$ cat src/rtl/mem_arbiter.sv
// Two-port (instruction fetch / load-store) arbiter in front of a single-port
// memory with combinational read. Optional macro: MEM_ARB_RR_EN (round-robin).
module mem_arbiter #(
   parameter int N = 32
) (
   input  logic         clk,
   input  logic         reset,
   input  logic         i_req_valid,
   input  logic [N-1:0] i_req_addr,
   output logic         i_req_ready,
   output logic         i_resp_valid,
   output logic [N-1:0] i_resp_data,
   input  logic         d_req_valid,
   input  logic         d_req_we,
   input  logic [N-1:0] d_req_addr,
   input  logic [N-1:0] d_req_wdata,
   output logic         d_req_ready,
   output logic         d_resp_valid,
   output logic [N-1:0] d_resp_data,
   output logic [N-1:0] mem_addr,
   output logic [N-1:0] mem_write_data,
   output logic         mem_write_enable,
   input  logic [N-1:0] mem_read_data,
   output logic         dbg_state_o
);

   // Handshake: a request is accepted in any cycle where valid && ready are
   // both high; the matching response pulses exactly one cycle later.

   typedef enum logic {
      ST_IDLE = 1'b0,
      ST_RESP = 1'b1
   } state_t;

   typedef enum logic {
      OWN_I = 1'b0,
      OWN_D = 1'b1
   } owner_t;

   state_t         state_q, state_d;
   owner_t         owner_q, owner_d;
   owner_t         last_grant_q, last_grant_d;
   logic [N-1:0]   i_resp_data_q, i_resp_data_d;
   logic [N-1:0]   d_resp_data_q, d_resp_data_d;

   logic           any_req;
   logic           win_d;

   // Reset also blocks grants so nothing is accepted while reset is held.
   assign any_req = !reset && (i_req_valid || d_req_valid);

`ifdef MEM_ARB_RR_EN
   assign win_d = (i_req_valid && d_req_valid) ? (last_grant_q == OWN_I) : d_req_valid;
`else
   assign win_d = d_req_valid;
`endif

   always_ff @(posedge clk or posedge reset) begin
      if (reset) begin
         state_q       <= ST_IDLE;
         owner_q       <= OWN_I;
         last_grant_q  <= OWN_I;
         i_resp_data_q <= '0;
         d_resp_data_q <= '0;
      end else begin
         state_q       <= state_d;
         owner_q       <= owner_d;
         last_grant_q  <= last_grant_d;
         i_resp_data_q <= i_resp_data_d;
         d_resp_data_q <= d_resp_data_d;
      end
   end

   always_comb begin
      state_d       = state_q;
      owner_d       = owner_q;
      last_grant_d  = last_grant_q;
      i_resp_data_d = i_resp_data_q;
      d_resp_data_d = d_resp_data_q;
      case (state_q)
         ST_IDLE: begin
            if (any_req) begin
               state_d      = ST_RESP;
               owner_d      = win_d ? OWN_D : OWN_I;
               last_grant_d = win_d ? OWN_D : OWN_I;
               if (win_d) begin
                  d_resp_data_d = d_req_we ? '0 : mem_read_data;
               end else begin
                  i_resp_data_d = mem_read_data;
               end
            end
         end
         ST_RESP: state_d = ST_IDLE;
         default: state_d = ST_IDLE;
      endcase
   end

   always_comb begin
      i_req_ready      = 1'b0;
      d_req_ready      = 1'b0;
      i_resp_valid     = 1'b0;
      d_resp_valid     = 1'b0;
      mem_addr         = '0;
      mem_write_data   = '0;
      mem_write_enable = 1'b0;
      case (state_q)
         ST_IDLE: begin
            if (any_req) begin
               if (win_d) begin
                  d_req_ready      = 1'b1;
                  mem_addr         = d_req_addr;
                  mem_write_data   = d_req_wdata;
                  mem_write_enable = d_req_we;
               end else begin
                  i_req_ready      = 1'b1;
                  mem_addr         = i_req_addr;
               end
            end
         end
         ST_RESP: begin
            i_resp_valid = (owner_q == OWN_I);
            d_resp_valid = (owner_q == OWN_D);
         end
         default: ;
      endcase
   end

   assign i_resp_data = i_resp_data_q;
   assign d_resp_data = d_resp_data_q;
   assign dbg_state_o = state_q;

endmodule

$ cat config.mk
export PLATFORM = sky130hd
export DESIGN_NAME = mem_arbiter
export DESIGN_NICKNAME = d
export VERILOG_FILES = /design/src/rtl/mem_arbiter.sv
export SDC_FILE = /design/constraint.sdc
export NUM_CORES = 1
export LEC_CHECK = 0
export CORE_AREA = 2 2 104 106
export CTS_CLUSTER_DIAMETER = 60
export CTS_CLUSTER_SIZE = 8
export DETAILED_ROUTE_END_ITERATION = 8
export DIE_AREA = 0 0 106 108
export GPL_ROUTABILITY_DRIVEN = 0
export PLACE_DENSITY_LB_ADDON = 0.15
export SLEW_MARGIN = 20
export SYNTH_ARGS = -nofsm -noshare
export SYNTH_HDL_FRONTEND = slang
export SYNTH_SLANG_ARGS = --single-unit
$ cat constraint.sdc
create_clock -name clk -period 5.1 [get_ports clk]
set_clock_uncertainty 0.1 [all_clocks]
set_input_delay 0.765 -clock clk [delete_from_list [all_inputs] [get_ports clk]]
set_output_delay 0.765 -clock clk [all_outputs]
set_load 0.05 [all_outputs]
==> impl_summary.md, run 1 <==
STA
The final-report max-slew violation count was 0. In this run the tightest slew margin relative to its limit is 43.13%. The clock period could shrink to 4.125 ns. The number of failing hold endpoints at the final stage is 0. Setup repair after global routing left no endpoint under its margin.

Setup violations remaining at the end of the flow were counted as 0. At the pin with the least slew margin, the transition time is 0.8503 ns. After routing, the total negative slack on setup checks comes to 0 ns. The maximum achievable frequency is 242.4 MHz. Of the available clock period, the critical path in the final layout requires 80.88%.

Synth
The netlist uses 20 different library cells. By instance count, the leading cell after synthesis is dfrtp_1. Sequential cells were found to cover 46.92% of the synthesized design area. The number of synthesis warnings is 0. The proportion of register bits with asynchronous set or reset after synthesis is 100.0%. The total nets after synthesis is 462.

In this run the biggest area consumer among cell types represents 46.92% of the synthesized area. The cell area that synthesis handed to floorplanning was 3520 sq um. For this run, the leading register cell type out of synthesis is dfrtp_1. After technology mapping, the gate count stands at 329.

Ranked by total cell area, the synthesized netlist is headed by dfrtp_1, mux2_2, nand3b_1, and2_1, nor2b_1. The count of flip-flops with a built-in enable after synthesis is 0. The per-instance average area after synthesis is 10.70 sq um.

The largest total area in the synthesized netlist belongs to dfrtp_1. The register bit total from synthesis is 66. Counting instances in the post-synthesis netlist gives the leading cell types as dfrtp_1, mux2_2, and2_1.

Clocking
The number of buffers inserted during clock tree synthesis is 9. For this design, the CTS-stage hold fixing added 0 buffers. Gates resized during post-CTS repair numbered 0. The clock edge transition at the registers on the reported setup and hold paths is 0.07 ns. The clock tree from TritonCTS is yes.

The clock sink count is 66. The maximum level of the CTS H-tree is 3. The library cell used as clock root buffer is clkbuf_8.

The clock insertion delay at the later pin of the skew report is 0.32 ns. In this run the post-CTS setup repair buffer count came out at 0. The longest clock path from root to sink contains 2 buffers.

Die
The area of the die is 11450 sq um. The die boundary height is 108 microns. Pin placement for this block handled 267 I/O pins. The floorplan step defined a core boundary enclosing 10230 sq um. The floorplan has 37 rows. The starting density of the core is 34.40%. The die width is 106 microns.

Critical path
On the worst path, the slowest cell contributes a delay of 0.81 ns. The endpoint of the worst register-to-register path is d_resp_data[30]. The register-to-register setup slack is 2.76 ns.

The setup path with the least slack is of type primary input to output pin. The path depth of the worst reg2reg path is 4. The capturing instance or port of the critical path is mem_write_data[15]. Data arrives at the worst endpoint at 3.26 ns. Among all stages on the critical path, the largest delay is contributed by clkdlybuf4s50_1.

The endpoint type of the worst setup path is an output pin. The worst register-to-register path begins at dbg_state_o. The source of the critical timing path is reset. The peak fanout along the critical path is 21. The signal on the critical path passes through clkdlybuf4s50_1 > nor3b_4 > buf_4 > and2_1 > clkdlybuf4s50_1. At the worst endpoint, the required time is 4.24 ns.

The dominant cell type by count on the critical path is clkdlybuf4s50_1. STA classifies the critical path startpoint as a primary input.

Detailed routing
After the first detailed-routing iteration, the DRC count stood at 238. The detail route stage leaves a number of antenna-violating nets equal to 0. Summed over all layers, the routed wires come to 13510 microns. The first TritonRoute pass finished after 4 iterations. Dividing the detail-routed wire length by the instance count gives 18.58 microns. The final routed DRC violation total is 0.

The vias after detailed routing is 3431. The detail-routed via count per cell is 4.719.

Worst hold path
The startpoint of the most critical hold path is owner_q. The worst hold path belongs to the class register to register.

Placement
The count of buffers inserted at the top-level ports is 266. After detailed placement, the total cell area comes to 6276 sq um. The wire-length estimate of the detail-placed layout is 10390 microns.

Layout
The number of filler cells placed in the layout is 866. The signed area change from the synthesized netlist to the final layout is 84.32%. For this run, the post-layout net count is 719. The antenna cell count is 0. The total non-filler cell area in the finished layout is 6487 sq um. For this run, the share of the core covered by cells in the final layout is 63.41%. The fraction of final layout cells sized beyond drive strength 1 is 15.74%.

Global routing
Global routing finished with a remaining overflow of 0. The via count of the first global-routing pass is 3437. The first global-routing pass estimated 19860 microns of wire. The maximum number of pins on one net before global-route repair is 67. The all-layer global routing usage is 22.70%. The number of antenna violations at the first check in global routing is 1.

Power and ir drop
Across the VDD grid, the largest voltage drop is 0.0002202 V. In this run the static leakage power is 0.002596 uW. The power density relative to cell area is 332.9 nW/um^2.

Job
The tool flagged a number of max-cap violations equal to 0.

Run status
The run finished with clean final reports.
## worst min path at each step
| stage | depth (start not counted) | slack [ns] | endpoint |
|---|---|---|---|
| after floorplan | 1 | 0.36 | owner_q |
| after global placement | 1 | 0.37 | i_resp_data[24] |
| after detailed placement | 1 | 0.38 | i_resp_data[24] |
| after CTS | 1 | 0.40 | i_resp_data[24] |
| after global routing | 1 | 0.42 | d_resp_data[28] |
| final | 1 | 0.40 | owner_q |
## worst max-delay path, delay by kind of cell
family / cells / cell delay (ns)
buffers and inverters: 3 / 1.67
and+or+nand+nor: 2 / 0.81
## power by group
group | total [uW] | internal (uW) | leakage (uW) | switching, uW
registers | 675 | 623 | 0.000818 | 51.7
logic | 1020 | 399 | 0.00167 | 620
clock network | 466 | 255 | 0.000106 | 211
## flip-flops by register name, summed over array words and instances, names as in the netlist
name and cells:
dbg_state_o 1, d_resp_data 32, owner_q 1, i_resp_data 32
## cell families after synthesis
kind of cell	after synthesis	share of synthesized area, %
and+or+nand+nor	137	23.82
DFF	66	46.92
muxes	64	20.48
AOI/OAI and AO/OA	33	4.764
buffers and inverters	29	4.017
## layout make-up
cell class              instances  area (sq um)  area share, %
clock inverters                 5         60.06         0.9257
repair buffers                274          2718          41.89
inverters                       1         3.754        0.05786
clock buffers                  11         151.4          2.334
multi-input cells             234          1733          26.71
well taps                     136         170.2          2.623
flip-flops and latches         66          1652          25.46
## per-stage QoR
| stage | hold WS, ns | power [uW] | cells | setup slack [ns] |
|---|---|---|---|---|
| finish | 0.4043 | 2160 | 727 | 0.9752 |
| global route | 0.4178 | 2255 | 727 | 0.8353 |
| CTS | 0.4014 | 2187 | 727 | 0.9478 |
| detailed placement | 0.3845 | 1710 | 711 | 0.9713 |
| global placement | 0.3732 | 1700 | 711 | 1.035 |
| floorplan | 0.3649 | 1296 | 329 | 2.077 |
## layer usage
metal | vias to the layer above | track usage, % | wire, microns
met5 | - | 0 | 13
met4 | 2 | 6.955 | 252
met3 | 18 | 9.162 | 1251
met2 | 164 | 38.89 | 6661
met1 | 1627 | 26.19 | 5329
li1 | 1620 | - | -
## cell usage in the layout, fill, tap and decap left out
cell,synthesis,layout
nor2_1,2,2
mux2_2,63,63
inv_6,0,2
buf_2,6,1
nor2b_1,33,33
mux2_1,1,1
nor3b_4,0,1
bufinv_16,0,1
or3b_2,1,1
buf_4,0,8
clkinv_2,0,1
clkinvlp_4,0,1
dfrtp_1,66,66
clkdlybuf4s50_1,0,265
and2_1,34,34
inv_2,0,1
a21o_1,1,1
nand2_1,32,32
clkbuf_8,0,11
or2_2,1,1
nor4b_4,1,1
a21oi_1,32,32
nand3b_1,32,32
Power figures use the tool's default switching activity.
==> run 2: changes to the inputs <==
--- a/config.mk
+++ b/config.mk
@@ -5,11 +5,10 @@
 export SDC_FILE = /design/constraint.sdc
 export NUM_CORES = 1
 export LEC_CHECK = 0
-export CORE_AREA = 2 2 104 106
+export CORE_UTILIZATION = 34
 export CTS_CLUSTER_DIAMETER = 60
 export CTS_CLUSTER_SIZE = 8
 export DETAILED_ROUTE_END_ITERATION = 8
-export DIE_AREA = 0 0 106 108
 export GPL_ROUTABILITY_DRIVEN = 0
 export PLACE_DENSITY_LB_ADDON = 0.15
 export SLEW_MARGIN = 20
==> constraint.sdc (replaced) <==
create_clock -name clk -period 3.8 [get_ports clk]
set_clock_uncertainty 0.1 [all_clocks]
set_input_delay 0.57 -clock clk [delete_from_list [all_inputs] [get_ports clk]]
set_output_delay 0.57 -clock clk [all_outputs]
set_load 0.05 [all_outputs]
==> run 2 against run 1 <==
Die area down 6.0%. Cell count down 0.55%. Worst setup slack worse by 0.065 ns. Worst hold slack worse by 0.0067 ns. Global-route usage about the same. Sequential share of layout area down 1.2 points. Combinational power up 37%. Via count up 0.58%.
==> impl_summary.md, run 2 (synthesized netlist as in run 1, its figures left out) <==
Critical path
The number of cells on the worst reg-to-reg path is 3. The worst setup path is captured at an output pin. The startpoint of the lowest-slack register-to-register path is dbg_state_o. On the worst path, the slowest cell contributes a delay of 0.79 ns. The data arrival time of the critical path is 2.22 ns. The signal on the critical path passes through clkdlybuf4s50_1 > buf_4 > nand3b_1 > a21oi_1 > buf_4. The critical path is of the primary input to output pin type. Among the stages of the critical path, the cell type that occurs most often is buf_4. STA classifies the critical path startpoint as a primary input. Along the worst path, the maximum fanout reaches 22. The endpoint of the worst register-to-register path is d_resp_data[18].

The worst path required time is 3.13 ns. The cell with the largest stage delay on the worst path is clkdlybuf4s50_1. The register-to-register setup slack is 2.10 ns.

Worst hold path
In this run the most critical hold path is launched from i_resp_data[24]. The end of the worst hold path is i_resp_data[24]. Counting instances, the worst hold path has a depth of 1. The min-delay analysis places its worst path in the category register to register.

Detailed routing
The number of detailed-routing iterations run before antenna repair is 4. The remaining antenna violation count after routing is 0. The first routing iteration left 229 violations.

The total length of routed wires is 12510 microns. The detail-routed via count per cell is 4.773. In the routed design, unresolved DRC markers number 0. The routed layout has 3451 vias. In the final routed layout, each cell accounts on average for 17.31 microns.

Clocking
Counting every sink on the clock net gives 66. The clock tree synthesis step divided the H-tree into 3 levels. The clock edge transition at the registers on the reported setup and hold paths is 0.07 ns. Clock latency on the worst-skew pair, taken at its later pin, is 0.34 ns.

The number of clock buffers added by TritonCTS is 9. The count of hold-fix buffers inserted at cts is 0. The tree is rooted in a clkbuf_8. The buffers inserted during post-CTS setup optimization is 0. The number of gates resized after CTS was 0. TritonCTS built the clock tree. The longest clock path from root to sink contains 2 buffers.

Global routing
The number of antenna violations at the first check in global routing is 0. The via count of the first global-routing pass was 3430. Entering global routing, the biggest net connects 44 pins. In the global route stage, overall resource usage came out at 22.74%. The first-pass GRT wire length is 19110 microns. The total global routing overflow is 0.

STA
The number of failing hold endpoints at the final stage was 0. The final-report max-slew violation count is 0. Setup violations remaining at the end of the flow were counted as 0. The remaining max-slew budget at the tightest pin is 53.73%. Of the available clock period, the critical path in the final layout requires 76.05%. The maximum achievable frequency is 346.0 MHz.

At the pin with the least slew margin, the transition time is 0.6930 ns. The summed negative setup slack over all endpoints is 0 ns. Setup repair after global routing left no endpoint under its margin. The routed design could run at a clock period as short as 2.890 ns.

Hold is met by 0.3976 ns.

Run status
The run finished with clean final reports.

Layout
The net count reported at finish is 718. The post-route netlist has 26.95% of its cells at a drive strength greater than 1. Compared with the post-synthesis result, the final layout area differs by 93.81%.

The total non-filler cell area in the finished layout is 6822 sq um. Leaving out fill and tap cells, the most frequent cells in the layout are clkdlybuf4s50_1, dfrtp_1, mux2_2, buf_12, buf_4. The commonest non-fill, non-tap cell in the layout is clkdlybuf4s50_1.

The antenna cell count is 0.

Job
The number of max-capacitance violations reported is 0.

Die
The starting density of the core is 35.52%. The floorplan has 36 rows. The die is 103.7 microns wide.

The total area inside the core boundary comes to 9910 sq um. 267 I/O pins were placed. The area of the die is 10760 sq um. The die is 103.7 microns tall.

Placement
Summing all placed instances gives a cell area of 6573 sq um. The sum of net half-perimeters after detailed placement is 9585 microns. The count of buffers inserted at the top-level ports is 266.

Power and ir drop
IR analysis of the VDD net gives a maximum drop of 0.0003469 V. Dividing total power by cell area gives a power density of 444.9 nW/um^2. In this run the static leakage power is 0.002847 uW.

The post-layout total power is 3035 uW.
## run 2: worst max-delay path by stage
stage	end	cells after the start	from
2_1_floorplan	mem_addr[22]	4	dbg_state_o
3_3_place_gp	mem_addr[9]	4	reset
3_5_place_dp	mem_addr[21]	5	i_req_valid
4_1_cts	mem_addr[21]	5	i_req_valid
5_1_grt	mem_addr[11]	5	i_req_valid
6_report	mem_addr[7]	5	i_req_valid
## run 2: metal layers
metal / vias up / routed length (microns) / GRT usage, %
li1: 1627 / - / -
met1: 1649 / 4729 / 24.99
met2: 157 / 6504 / 41.32
met3: 18 / 1023 / 7.237
met4: 0 / 255 / 7.449
met5: - / 0 / 0
## run 2: metrics by stage
step | util [%] | std cells | setup WS, ns
floorplan | - | 329 | 1.045
finish | 68.84 | 723 | 0.9101
CTS | 68.84 | 723 | 0.9456
global placement | 66.33 | 707 | 0.9572
global route | 68.84 | 723 | 0.8039
detailed placement | 66.33 | 707 | 0.9476
## run 2: cell type report
type	count	area (sq um)
timing repair buffer	273	3018
tap	133	166.4
sequential	66	1652
clock inverter	7	125.1
fill	743	3088
clock buffer	9	123.9
inverter	1	3.754
multi-input combinational	234	1733
## run 2: where the power goes
part	internal (uW)	switching [uW]	total, uW
clock	441	287	728
combinational	562	838	1400
sequential	837	70.0	907
total	1840	1190	3030
## run 2: critical path, delay by kind of cell
kind                   cells  cell delay [ns]
AO/OA/AOI/OAI              1             0.17
buffers and inverters      3             1.36
AND/OR/NAND/NOR            1             0.10
